[config.mk]
export PLATFORM = sky130hd
export DESIGN_NAME = imc_seq_ctrl
export DESIGN_NICKNAME = d
export VERILOG_FILES = /design/src/rtl/imc_pkg.sv /design/src/rtl/imc_seq_ctrl.sv
export SDC_FILE = /design/constraint.sdc
export NUM_CORES = 1
export LEC_CHECK = 0
export CAP_MARGIN = 40
export CORE_MARGIN = 3
export CORE_UTILIZATION = 45
export DETAILED_ROUTE_END_ITERATION = 10
export PLACE_DENSITY = 0.9
export SYNTH_ARGS = -nofsm -noshare
export SYNTH_HDL_FRONTEND = slang
export SYNTH_SLANG_ARGS = --single-unit
export TNS_END_PERCENT = 5
[constraint.sdc]
create_clock -name clk -period 3.9 [get_ports clk]
set_input_delay 0.78 -clock clk [delete_from_list [all_inputs] [get_ports clk]]
set_output_delay 0.78 -clock clk [all_outputs]
set_load 0.01 [all_outputs]
[src/rtl/imc_pkg.sv]
// Shared types, sizes and lane helpers for the imc sequencer.
package imc_pkg;

  localparam int unsigned BANK_COUNT = 4;
  localparam int unsigned LANES      = 16;
  localparam int unsigned DW         = 4;
  localparam int unsigned RES_W      = 14;
  localparam int unsigned MAC_CYCLES = 10;
  localparam int unsigned BANK_W     = $clog2(BANK_COUNT);
  localparam int unsigned MAC_W      = $clog2(MAC_CYCLES + 1);
  localparam int unsigned VEC_W      = LANES * DW;

  typedef logic [LANES-1:0][DW-1:0] lane_vec_t;

  typedef enum logic [2:0] {
    IDLE = 3'd0,
    LOAD = 3'd1,
    READ = 3'd2,
    MAC  = 3'd3,
    DONE = 3'd4
  } imc_state_e;

  // Lane i of a flat vector lives at bits [i*DW +: DW].
  function automatic lane_vec_t lanes_unpack(input logic [VEC_W-1:0] flat);
    return lane_vec_t'(flat);
  endfunction

  function automatic logic [VEC_W-1:0] lanes_pack(input lane_vec_t lanes);
    return VEC_W'(lanes);
  endfunction

endpackage

[src/rtl/imc_seq_ctrl.sv]
// Job sequencer for the imc macro: loads weight banks, issues read, holds mac_en,
// then returns the captured result over a valid/ready handshake.
module imc_seq_ctrl
  import imc_pkg::*;
(
  input  logic              clk,
  input  logic              rst,
  input  logic              start,
  input  logic              abort,
  input  logic [VEC_W-1:0]  x_data,
  input  logic              wt_valid,
  input  logic [VEC_W-1:0]  wt_data,
  output logic              wt_ready,
  output logic              write_en,
  output logic              read_en,
  output logic              mac_en,
  output logic [BANK_W-1:0] bankde,
  output lane_vec_t         Wxin,
  output lane_vec_t         Wwbank,
  input  logic [RES_W-1:0]  result,
  output logic              res_valid,
  output logic [RES_W-1:0]  res_data,
  input  logic              res_ready,
  output logic              busy
);

  imc_state_e        state_q, state_d;
  logic [BANK_W-1:0] bank_q, bank_d;
  logic [MAC_W-1:0]  mac_q, mac_d;
  logic              wt_ready_q, wt_ready_d;
  logic              write_en_q, write_en_d;
  logic              read_en_q, read_en_d;
  logic              mac_en_q, mac_en_d;
  logic [BANK_W-1:0] bankde_q, bankde_d;
  lane_vec_t         wxin_q, wxin_d;
  lane_vec_t         wwbank_q, wwbank_d;
  logic              res_valid_q, res_valid_d;
  logic [RES_W-1:0]  res_data_q, res_data_d;
  logic              busy_q, busy_d;

  // Next-state and registered-output computation; strobes default low every cycle.
  always_comb begin
    state_d     = state_q;
    bank_d      = bank_q;
    mac_d       = mac_q;
    wt_ready_d  = wt_ready_q;
    write_en_d  = 1'b0;
    read_en_d   = 1'b0;
    mac_en_d    = 1'b0;
    bankde_d    = bankde_q;
    wxin_d      = wxin_q;
    wwbank_d    = wwbank_q;
    res_valid_d = res_valid_q;
    res_data_d  = res_data_q;

    if (abort && (state_q != IDLE)) begin
      state_d     = IDLE;
      bank_d      = '0;
      mac_d       = '0;
      wt_ready_d  = 1'b0;
      res_valid_d = 1'b0;
    end else begin
      case (state_q)
        IDLE: begin
          if (start) begin
            wxin_d     = lanes_unpack(x_data);
            wt_ready_d = 1'b1;
            state_d    = LOAD;
          end
        end
        LOAD: begin
          if (wt_valid && wt_ready_q) begin
            write_en_d = 1'b1;
            bankde_d   = bank_q;
            wwbank_d   = lanes_unpack(wt_data);
            if (bank_q == BANK_W'(BANK_COUNT - 1)) begin
              bank_d     = '0;
              wt_ready_d = 1'b0;
              state_d    = READ;
            end else begin
              bank_d = bank_q + 1'b1;
            end
          end
        end
        READ: begin
          read_en_d = 1'b1;
          mac_d     = '0;
          state_d   = MAC;
        end
        MAC: begin
          // Capture on the edge that ends the last mac_en cycle.
          if (mac_q == MAC_W'(MAC_CYCLES)) begin
            res_data_d  = result;
            res_valid_d = 1'b1;
            mac_d       = '0;
            state_d     = DONE;
          end else begin
            mac_en_d = 1'b1;
            mac_d    = mac_q + 1'b1;
          end
        end
        DONE: begin
          if (res_ready && res_valid_q) begin
            res_valid_d = 1'b0;
            state_d     = IDLE;
          end
        end
        default: state_d = IDLE;
      endcase
    end

    busy_d = (state_d != IDLE);
  end

  always_ff @(posedge clk or negedge rst) begin
    if (!rst) begin
      state_q     <= IDLE;
      bank_q      <= '0;
      mac_q       <= '0;
      wt_ready_q  <= 1'b0;
      write_en_q  <= 1'b0;
      read_en_q   <= 1'b0;
      mac_en_q    <= 1'b0;
      bankde_q    <= '0;
      wxin_q      <= '0;
      wwbank_q    <= '0;
      res_valid_q <= 1'b0;
      res_data_q  <= '0;
      busy_q      <= 1'b0;
    end else begin
      state_q     <= state_d;
      bank_q      <= bank_d;
      mac_q       <= mac_d;
      wt_ready_q  <= wt_ready_d;
      write_en_q  <= write_en_d;
      read_en_q   <= read_en_d;
      mac_en_q    <= mac_en_d;
      bankde_q    <= bankde_d;
      wxin_q      <= wxin_d;
      wwbank_q    <= wwbank_d;
      res_valid_q <= res_valid_d;
      res_data_q  <= res_data_d;
      busy_q      <= busy_d;
    end
  end

  assign wt_ready  = wt_ready_q;
  assign write_en  = write_en_q;
  assign read_en   = read_en_q;
  assign mac_en    = mac_en_q;
  assign bankde    = bankde_q;
  assign Wxin      = wxin_q;
  assign Wwbank    = wwbank_q;
  assign res_valid = res_valid_q;
  assign res_data  = res_data_q;
  assign busy      = busy_q;

endmodule

==> run summary <==
H-tree depth: 4
setup TNS: 0 ns
reg-to-reg endpoint: Wxin[21]
DRC Markers: 0
vias in the first global route: 4908
Max VDD drop: 0.0003985 V
Core Rows: 42
IO Count: 298
Die Y: 125.2 um
largest net degree at the start of global routing: 85
CP Capture Type: register
count leader, synth: dfrtp_1
Worst slew margin: 0.4307
internal cell power: 5.012 mW
CP peak stage delay: 0.54 ns
crit start category: primary input
Overall Global Routing Usage: 0.2172
CP arrival: 2.54 ns
routed via count: 4386
Worst Setup SP: wt_valid
global-route wire length before repair: 26.79 mm
post-CTS setup buffers: 0
Reg clk slew, reported paths: 0.06 ns
Final setup viols: 0
CP max stage cell: clkdlybuf4s50_1
Pins Over Slew Limit: 0
critical path's top delay family: buffers and inverters
post-synth top area cell: dfrtp_1
Iter 0 DRT Violations: 128
Pre-antenna DRT Iters: 4
syn nets: 537
hold slack: 0.4070 ns
WL per Instance: 19.27 um
Final Skew: 0.009868 ns
clk sinks: 159
Clk pwr share: 0.212
antenna-violating nets left: 0
worst-path cell chain: clkdlybuf4s50_1 -> nand4_4 -> nor2_4 -> buf_12 -> mux2_2
ys async rst share: 1.000
Layout Nets: 836
switching share of total power: 0.2880
Seq/Total Area, Yosys: 0.6221
CTS tree: built
Max Root-Sink Buffers: 2
Final Worst Setup Slack: 1.656 ns
Layout area overhead: 55.11%
Vias/cell: 5.018
HP Class: in -> async
fin util: 0.7317
Design Area, Final: 9921 um2
Net Switching: 2.027 mW
pwr/cell area: 709.6 nW/um2
leak pwr: 4.196 nW
share of cells above drive strength 1: 0.2593
R2R setup slack: 1.71 ns
Crit Path Category: in -> reg
TritonCTS Buffers: 17
Clock Latency Late Sink: 0.41 ns
worst slew pin tran: 0.8539 ns
effective utilization at floorplan: 0.4718
cells after synthesis: 386
number of synthesized flops with an enable pin: 0
Post-Synthesis Cell Area: 6396 um2
cts hold-fix bufs: 0
Placed Area: 9383 um2
maxcap violations: 0
reg2reg start: state_q[2]
Die Area: 15680 um2
minimum clock period: 2.244 ns
top cells by area, synth: dfrtp_1 (62%), mux2_2 (19%), mux2_4 (6.8%)
synth warn: 0
Comb pwr share: 0.404
CTS resizes: 0
initial antenna violation count: 0
total grt overflow: 0
library cells used by synthesis: 41
Core Region: 13560 um2
Fmax: 0.4457 GHz
period utilization: 0.5753
syn avg cell area: 16.57 um2
DP Worst Slack: 1.234 ns
GP Congestion: 0.8233
ANT cells: 0
Root Buffer Master: clkbuf_16
Post-DP HPWL: 12.41 mm
register bit count reported by yosys: 159
dominant synthesized flop cell: dfrtp_1
post-synth top area share: 0.6221
Worst Path Max Fanout: 63
RSZ-0062 raised after global routing: false
Commonest cells post-synth: dfrtp_1 (159), mux2_2 (109), mux2_4 (29)
Seq pwr share: 0.384
die span in x: 125.2 um
Total Wirelength: 16.84 mm
data required time of the worst path: 4.20 ns
Final Hold Fails: 0
worst path bufs/invs: 2
PortBufs: 297
status: finished, final reports clean
Worst R2R Path Depth: 3
-- power groups by stage --
stage / logic, mW / registers, mW / clock network, mW
2_1_floorplan: 0.885 / 2.98 / 0
3_3_place_gp: 2.79 / 2.67 / 0
3_5_place_dp: 2.87 / 2.72 / 0
4_1_cts: 2.89 / 2.71 / 1.53
5_1_grt: 2.99 / 2.80 / 1.60
6_report: 2.84 / 2.70 / 1.49
-- registers in the layout (all words and copies together), names as in the netlist --
| name | cells |
|---|---|
| res_valid | 1 |
| state_q | 3 |
| mac_en | 1 |
| write_en | 1 |
| read_en | 1 |
| res_data | 14 |
| bankde | 2 |
| Wwbank | 64 |
| mac_q | 4 |
| wt_ready | 1 |
| bank_q | 2 |
| Wxin | 64 |
| busy | 1 |
-- per-stage QoR --
step,cells,power (mW)
after floorplan,386,3.864
after global placement,842,5.456
after detailed placement,842,5.595
after CTS,874,7.133
after global routing,874,7.395
final,874,7.040
-- layout make-up --
class                   instances  area (um2)
inverters                       5       18.77
repair buffers                299        3014
multi-input cells             203        2151
clock inverters                10       63.81
fillers                       865        3637
clock buffers                  22       474.2
well taps                     176       220.2
flip-flops and latches        159        3979
-- worst max-delay path by stage --
stage                    to  slack [ns]  cells after the start
6_report         Wwbank[63]        1.66                      5
5_1_grt            Wxin[21]        1.59                      3
4_1_cts            wt_ready        1.65                      1
3_5_place_dp     Wwbank[63]        1.23                      5
3_3_place_gp      Wwbank[4]        1.29                      5
2_1_floorplan  res_data[10]        2.01                      5
-- logic make-up after synthesis --
| kind of cell | count (synthesis) | synth area share |
|---|---|---|
| flip-flops | 159 | 0.6221 |
| AND/OR/NAND/NOR | 36 | 0.03717 |
| adder cells (fa/ha/maj) | 4 | 0.007630 |
| buffers and inverters | 24 | 0.04167 |
| AO/OA/AOI/OAI | 18 | 0.01937 |
| multiplexers | 145 | 0.2721 |
-- per-layer routing --
metal  global-route usage  wire (um)  vias up  share of wire
met4              0.08992        571        0          0.034
met3              0.06226       1015       37          0.060
li1                     -          -     1964              -
met2               0.3885       8922      197           0.53
met5                    0          0        -              0
met1               0.2431       6331     2188           0.38
-- layout by cell type, fill, tap and decap left out, types with 2 or more instances in the layout --
cell and count:
clkdlybuf4s50_1 296, a21oi_1 2, mux2_1 6, clkbuf_8 3, nor3_1 2, nand3_1 7, or3_1 3, mux2_4 29
nor2_4 2, o21ai_0 6, inv_1 5, nand2_1 8, clkbuf_1 2, ha_1 3, nand3b_1 2, dfrtp_1 159
nor2_1 2, clkinv_2 5, mux2_2 109, clkbuf_16 17, clkinvlp_4 4, buf_12 2
No activity file was read; power rests on OpenSTA's default activity.
